==> src/rtl/inst_loader_pkg.sv <==
// Shared types and constants for the boot-time instruction memory loader.
package inst_loader_pkg;

  typedef enum logic [2:0] {
    IDLE   = 3'd0,
    HDR_HI = 3'd1,
    HDR_LO = 3'd2,
    DATA   = 3'd3,
    CSUM   = 3'd4,
    DONE   = 3'd5,
    ERR    = 3'd6
  } state_e;

  localparam int unsigned HDR_BYTES      = 2;
  localparam int unsigned BYTES_PER_WORD = 4;

endpackage

==> src/rtl/inst_loader.sv <==
// Streams a length-prefixed byte image into instruction memory and holds the CPU until it lands.
// Optional trailing XOR checksum when INST_LOADER_CHECKSUM_EN is defined.
module inst_loader
  import inst_loader_pkg::*;
#(
  parameter int unsigned DEPTH  = 1024,
  parameter int unsigned ADDR_W = 10
) (
  input  logic              clk,
  input  logic              rst_n,
  input  logic              start,
  input  logic              in_valid,
  input  logic [7:0]        in_data,
  output logic              in_ready,
  output logic              mem_we,
  output logic [ADDR_W-1:0] mem_addr,
  output logic [7:0]        mem_wdata,
  output logic              cpu_hold,
  output logic              done,
  output logic              error
);

  localparam int unsigned CNT_W  = ADDR_W + 1;
  // Wide enough that no 16-bit word count can alias past the depth check.
  localparam int unsigned PROD_W = 18;

  state_e            state_q, state_d;
  logic [7:0]        wcnt_hi_q, wcnt_hi_d;
  logic [CNT_W-1:0]  cnt_q, cnt_d;
  logic [CNT_W-1:0]  total_q, total_d;
  logic              in_ready_d, mem_we_d, cpu_hold_d, done_d, error_d;
  logic [ADDR_W-1:0] mem_addr_d;
  logic [7:0]        mem_wdata_d;
  logic              accept;
  logic [15:0]       wcnt;
  logic [PROD_W-1:0] nbytes;
  logic              overflow;
  logic              last_data;
`ifdef INST_LOADER_CHECKSUM_EN
  logic [7:0]        acc_q, acc_d;
`endif

  assign accept    = in_valid && in_ready;
  assign wcnt      = {wcnt_hi_q, in_data};
  assign nbytes    = PROD_W'(wcnt) * PROD_W'(BYTES_PER_WORD);
  assign overflow  = nbytes > PROD_W'(DEPTH);
  assign last_data = cnt_q == (total_q - CNT_W'(1));

  // Next-state and registered-output decode
  always_comb begin
    state_d     = state_q;
    wcnt_hi_d   = wcnt_hi_q;
    cnt_d       = cnt_q;
    total_d     = total_q;
    mem_we_d    = 1'b0;
    mem_addr_d  = mem_addr;
    mem_wdata_d = mem_wdata;
    done_d      = 1'b0;
`ifdef INST_LOADER_CHECKSUM_EN
    acc_d       = acc_q;
`endif

    case (state_q)
      IDLE, DONE, ERR: begin
        if (start) begin
          state_d = HDR_HI;
          cnt_d   = '0;
`ifdef INST_LOADER_CHECKSUM_EN
          acc_d   = '0;
`endif
        end
      end
      HDR_HI: begin
        if (accept) begin
          wcnt_hi_d = in_data;
          state_d   = HDR_LO;
`ifdef INST_LOADER_CHECKSUM_EN
          acc_d     = acc_q ^ in_data;
`endif
        end
      end
      HDR_LO: begin
        if (accept) begin
          total_d = CNT_W'(nbytes);
`ifdef INST_LOADER_CHECKSUM_EN
          acc_d   = acc_q ^ in_data;
`endif
          if (overflow) begin
            state_d = ERR;
          end else if (wcnt == 16'd0) begin
`ifdef INST_LOADER_CHECKSUM_EN
            state_d = CSUM;
`else
            state_d = DONE;
            done_d  = 1'b1;
`endif
          end else begin
            state_d = DATA;
          end
        end
      end
      DATA: begin
        if (accept) begin
          mem_we_d    = 1'b1;
          mem_addr_d  = cnt_q[ADDR_W-1:0];
          mem_wdata_d = in_data;
          cnt_d       = cnt_q + CNT_W'(1);
`ifdef INST_LOADER_CHECKSUM_EN
          acc_d       = acc_q ^ in_data;
          if (last_data) state_d = CSUM;
`else
          if (last_data) begin
            state_d = DONE;
            done_d  = 1'b1;
          end
`endif
        end
      end
`ifdef INST_LOADER_CHECKSUM_EN
      CSUM: begin
        if (accept) begin
          if (in_data == acc_q) begin
            state_d = DONE;
            done_d  = 1'b1;
          end else begin
            state_d = ERR;
          end
        end
      end
`endif
      default: state_d = IDLE;
    endcase

    in_ready_d = state_d inside {HDR_HI, HDR_LO, DATA, CSUM};
    cpu_hold_d = state_d != DONE;
    error_d    = state_d == ERR;
  end

  // State, datapath and output registers
  always_ff @(posedge clk or negedge rst_n) begin
    if (!rst_n) begin
      state_q   <= IDLE;
      wcnt_hi_q <= '0;
      cnt_q     <= '0;
      total_q   <= '0;
      in_ready  <= 1'b0;
      mem_we    <= 1'b0;
      mem_addr  <= '0;
      mem_wdata <= '0;
      cpu_hold  <= 1'b1;
      done      <= 1'b0;
      error     <= 1'b0;
`ifdef INST_LOADER_CHECKSUM_EN
      acc_q     <= '0;
`endif
    end else begin
      state_q   <= state_d;
      wcnt_hi_q <= wcnt_hi_d;
      cnt_q     <= cnt_d;
      total_q   <= total_d;
      in_ready  <= in_ready_d;
      mem_we    <= mem_we_d;
      mem_addr  <= mem_addr_d;
      mem_wdata <= mem_wdata_d;
      cpu_hold  <= cpu_hold_d;
      done      <= done_d;
      error     <= error_d;
`ifdef INST_LOADER_CHECKSUM_EN
      acc_q     <= acc_d;
`endif
    end
  end

endmodule
==> config.mk <==
export PLATFORM = sky130hd
export DESIGN_NAME = inst_loader
export DESIGN_NICKNAME = d
export VERILOG_FILES = /design/src/rtl/inst_loader_pkg.sv /design/src/rtl/inst_loader.sv
export SDC_FILE = /design/constraint.sdc
export NUM_CORES = 1
export LEC_CHECK = 0
export ABC_AREA = 1
export BUFFER_PORTS_ARGS = -buffer_cell sky130_fd_sc_hd__buf_2
export CAP_MARGIN = 40
export CORE_UTILIZATION = 55
export CTS_BUF_LIST = sky130_fd_sc_hd__clkbuf_4
export DETAILED_ROUTE_END_ITERATION = 7
export GPL_ROUTABILITY_DRIVEN = 0
export PLACE_DENSITY_LB_ADDON = 0.08
export SLEW_MARGIN = 0
export SYNTH_ARGS = -nofsm -noshare
export SYNTH_HDL_FRONTEND = slang
export SYNTH_SLANG_ARGS = --single-unit
==> constraint.sdc <==
create_clock -name clk -period 1.9 [get_ports clk]
set_input_delay 0.38 -clock clk [delete_from_list [all_inputs] [get_ports clk]]
set_output_delay 0.38 -clock clk [all_outputs]
set_load 0.01 [all_outputs]
==> flow_summary.toml <==
[routing]
vias_per_cell = 5.05
routed_wire_length_per_instance_um = 12.9
routed-wl-met3_um = 225
drc_errors = 0
detailed_routing_iterations_pass_1 = 4
routed-via-count = 2335
totalWireLength_um = 5950
antenna_nets_post_route = 0
initial_detailed_routing_violation_count = 182
top_signal_layer_used = "met4"
detailroute.wirelength.met2_um = 2880
m1WireLength_um = 2780

[cells_and_area]
area_growth_syn_to_layout_pct = 13.9
fillCellCount = 441
antenna-diode-count = 0
final_core_utilization_pct = 65.7
drive_gt1_share_pct = 20.3
nets = 408
finalInstanceArea_um2 = 3140

[worst_setup_path]
reg2reg_from = "total_q[2]"
critical_path.max_fanout = 3
timing.critical_path.to_type = "flip-flop"
worst_r2r_endpoint = "in_ready"
r2r.worst_path.cells = 13
path_class = "reg2reg"
regToRegSetupSlack_ps = 80
required_ps = 2170
worst-endpoint-arrival_ps = 2090
timing.critical_path.from_type = "flip-flop"

[logic_synthesis]
post_synth_mux_area_share_pct = 0
syn_nets = 364
mean_instance_size_in_the_synthesized_netlist_um2 = 7.88
synth-edff-count = 0
synth_adder_area_share_pct = 0.907
synth-simple-area-share_pct = 29.3
synth.ff_latch_count = 54
most_instantiated_library_cell_after_synthesis = "nand2_1"
synth_async_sr_flop_share_pct = 100
post_synth_inst_count = 350
synth.cells.most_frequent = "nand2_1 (97), dfrtp_1 (53), inv_1 (44)"
area_fraction_in_compound_gates_after_synthesis_pct = 10.5
main_combinational_cell_family_by_area_after_synthesis = "simple AND/OR/NAND/NOR gates"
synth_xor_xnor_area_share_pct = 2.54
synth_largest_type_area_fraction_pct = 48.1
synth_area_um2 = 2760
synthesis.yosys.warnings = 0
commonest_register_cell_after_synthesis = "dfrtp_1"
yosys.area.top_type = "dfrtp_1"
synth_cell_types = 32
synthTopCellsByArea = "dfrtp_1 (48%), nand2_1 (13%), o21ai_0 (7.6%)"
ys_seq_area_share_pct = 49.0

[power_and_ir_drop]
maximum_ir_drop_on_the_vdd_rail_mv = 0.738
leakagePower_nw = 1.59
cellPowerDensity_nw_per_um2 = 1350
power_w = 0.00426

[floorplanning]
dieArea_um2 = 5300
fp-row-count = 25
top_level_ports = 35
initial_core_util_pct = 57.6
dieHeight_um = 72.8
design.core.area_um2 = 4790
chipWidth_um = 72.8

[clocking]
clk_transition_reported_paths_ps = 160
cts-root-to-sink-buffers = 2
numCtsBuffers = 5
clock_sinks = 54
clk-insertion-delay-late_ps = 370
root_buffer = "clkbuf_4"
cts_tree = "yes"
htree_num_levels = 2

[placed_design]
post_place_cell_area_um2 = 3050
post-dp-hpwl_um = 4490
buffer_ports.inserted = 34

[global_routing]
grt_util_all_layers_pct = 24.8
first_global_vias = 2168
overflow = 0
largest_net_degree_at_the_start_of_global_routing = 36
antenna_found_initial = 0
grt_pass1_wl_um = 10000

[timing]
unrepaired_setup_endpoints_after_global_routing = "yes"
relSlewSlack_pct = 68.1
report.final.hold_viol_count = 0
final-max-slew-violation-count = 0
worst_pin_slew_ps = 478
post-route-period-util_pct = 95.8
min_period_ps = 1820
worst_clock_skew_ps = 14.1
highest_clock_frequency_the_design_can_meet_mhz = 550
hold_slack_ps = 222
final.setup.tns_ps = 0
setup_viol_count_final = 0

[worst_hold_path]
hold_path_startpoint = "in_data[5]"
worst_hold_path.endpoint = "total_q[7]"
worstHoldPathType = "in2reg"
worstHoldPathCells = 3

[job]
max_cap_violations = 0

[status]
status = "finished, final reports clean"
kinds of logic after synthesis:
group	after synthesis
AO/OA/AOI/OAI	54
buffers and inverters	57
flip-flops	54
XOR/XNOR	8
AND/OR/NAND/NOR	175
adder cells (fa/ha/maj)	2
registers in the layout (all words and copies together) (netlist names):
signal,cells
cnt_q,11
cpu_hold,1
done,1
error,1
in_ready,1
mem_addr,10
mem_wdata,8
mem_we,1
state_q,3
total_q,9
wcnt_hi_q,8
per-layer routing:
| metal | global-route usage, % | vias up |
|---|---|---|
| li1 | - | 1193 |
| met1 | 35.3 | 1092 |
| met2 | 39.7 | 42 |
| met3 | 4.42 | 8 |
| met4 | 6.32 | 0 |
| met5 | 0 | - |
cell usage in the layout, fill, tap and decap left out, types with 2 or more instances in the layout:
cell type / n
nand2_1: 96
dfrtp_1: 53
inv_1: 42
o21ai_0: 42
buf_2: 34
nor2_1: 32
nand3_1: 14
inv_2: 9
nand4_1: 9
buf_4: 7
nor3_1: 6
clkbuf_4: 6
a21oi_1: 5
xnor2_1: 4
xor2_1: 4
nor2_4: 4
nor2_2: 3
or2_2: 2
nand2_2: 2
o21ai_2: 2
o31ai_1: 2
nand2_4: 2
final cells by class:
| cell class | count | area (µm²) | share of cell area (%) |
|---|---|---|---|
| Timing Repair Buffer | 43 | 253 | 8.04 |
| Clock inverter | 2 | 8.76 | 0.279 |
| Clock buffer | 6 | 45.0 | 1.43 |
| Inverter | 51 | 191 | 6.09 |
| Sequential cell | 54 | 1350 | 43.0 |
| Tap cell | 67 | 83.8 | 2.67 |
| Multi-Input combinational cell | 239 | 1210 | 38.5 |
what timing repair did:
action | 4_1_cts | 5_1_grt
buffers inserted | 0 | 2
hold endpoints to repair | 17 | 0
hold buffers | 1 | 0
gates resized for setup | 1 | 5
setup endpoints to repair | 2 | 6
pin swaps | 0 | 4
per-stage QoR:
step | cells | setup slack, ps
after floorplan | 350 | 231
after global placement | 451 | 71.3
after detailed placement | 451 | 16.3
after CTS | 460 | 6.45
after global routing | 462 | -92.7
final | 462 | 80.7
power breakdown:
part	internal [W]	leakage (nW)	switching [W]	total (W)
clock network	0.000155	0.0331	0.000348	0.000503
registers	0.00152	0.702	0.000287	0.00181
logic	0.000736	0.853	0.00121	0.00194
worst max-delay path by stage:
stage / start / endpoint / slack (ps) / depth (start not counted)
after floorplan: total_q[2] / in_ready / 230 / 12
after global placement: total_q[2] / in_ready / 70 / 12
after detailed placement: total_q[2] / error / 20 / 11
after CTS: total_q[2] / error / 6 / 11
after global routing: total_q[4] / in_ready / -90 / 12
final: total_q[2] / in_ready / 80 / 13
worst max-delay path: stages (launching register included):
cell and delay (ps):
dfrtp_1 420, inv_2 70, ha_4 260, nor2_1 40
nor2_1 100, nand2_1 60, nor2_1 90, nand4_1 110
nor2_1 160, nand3_1 100, nand2_1 120, nand2_2 80
nand2_1 60, inv_1 40
Power figures use the tool's default switching activity.
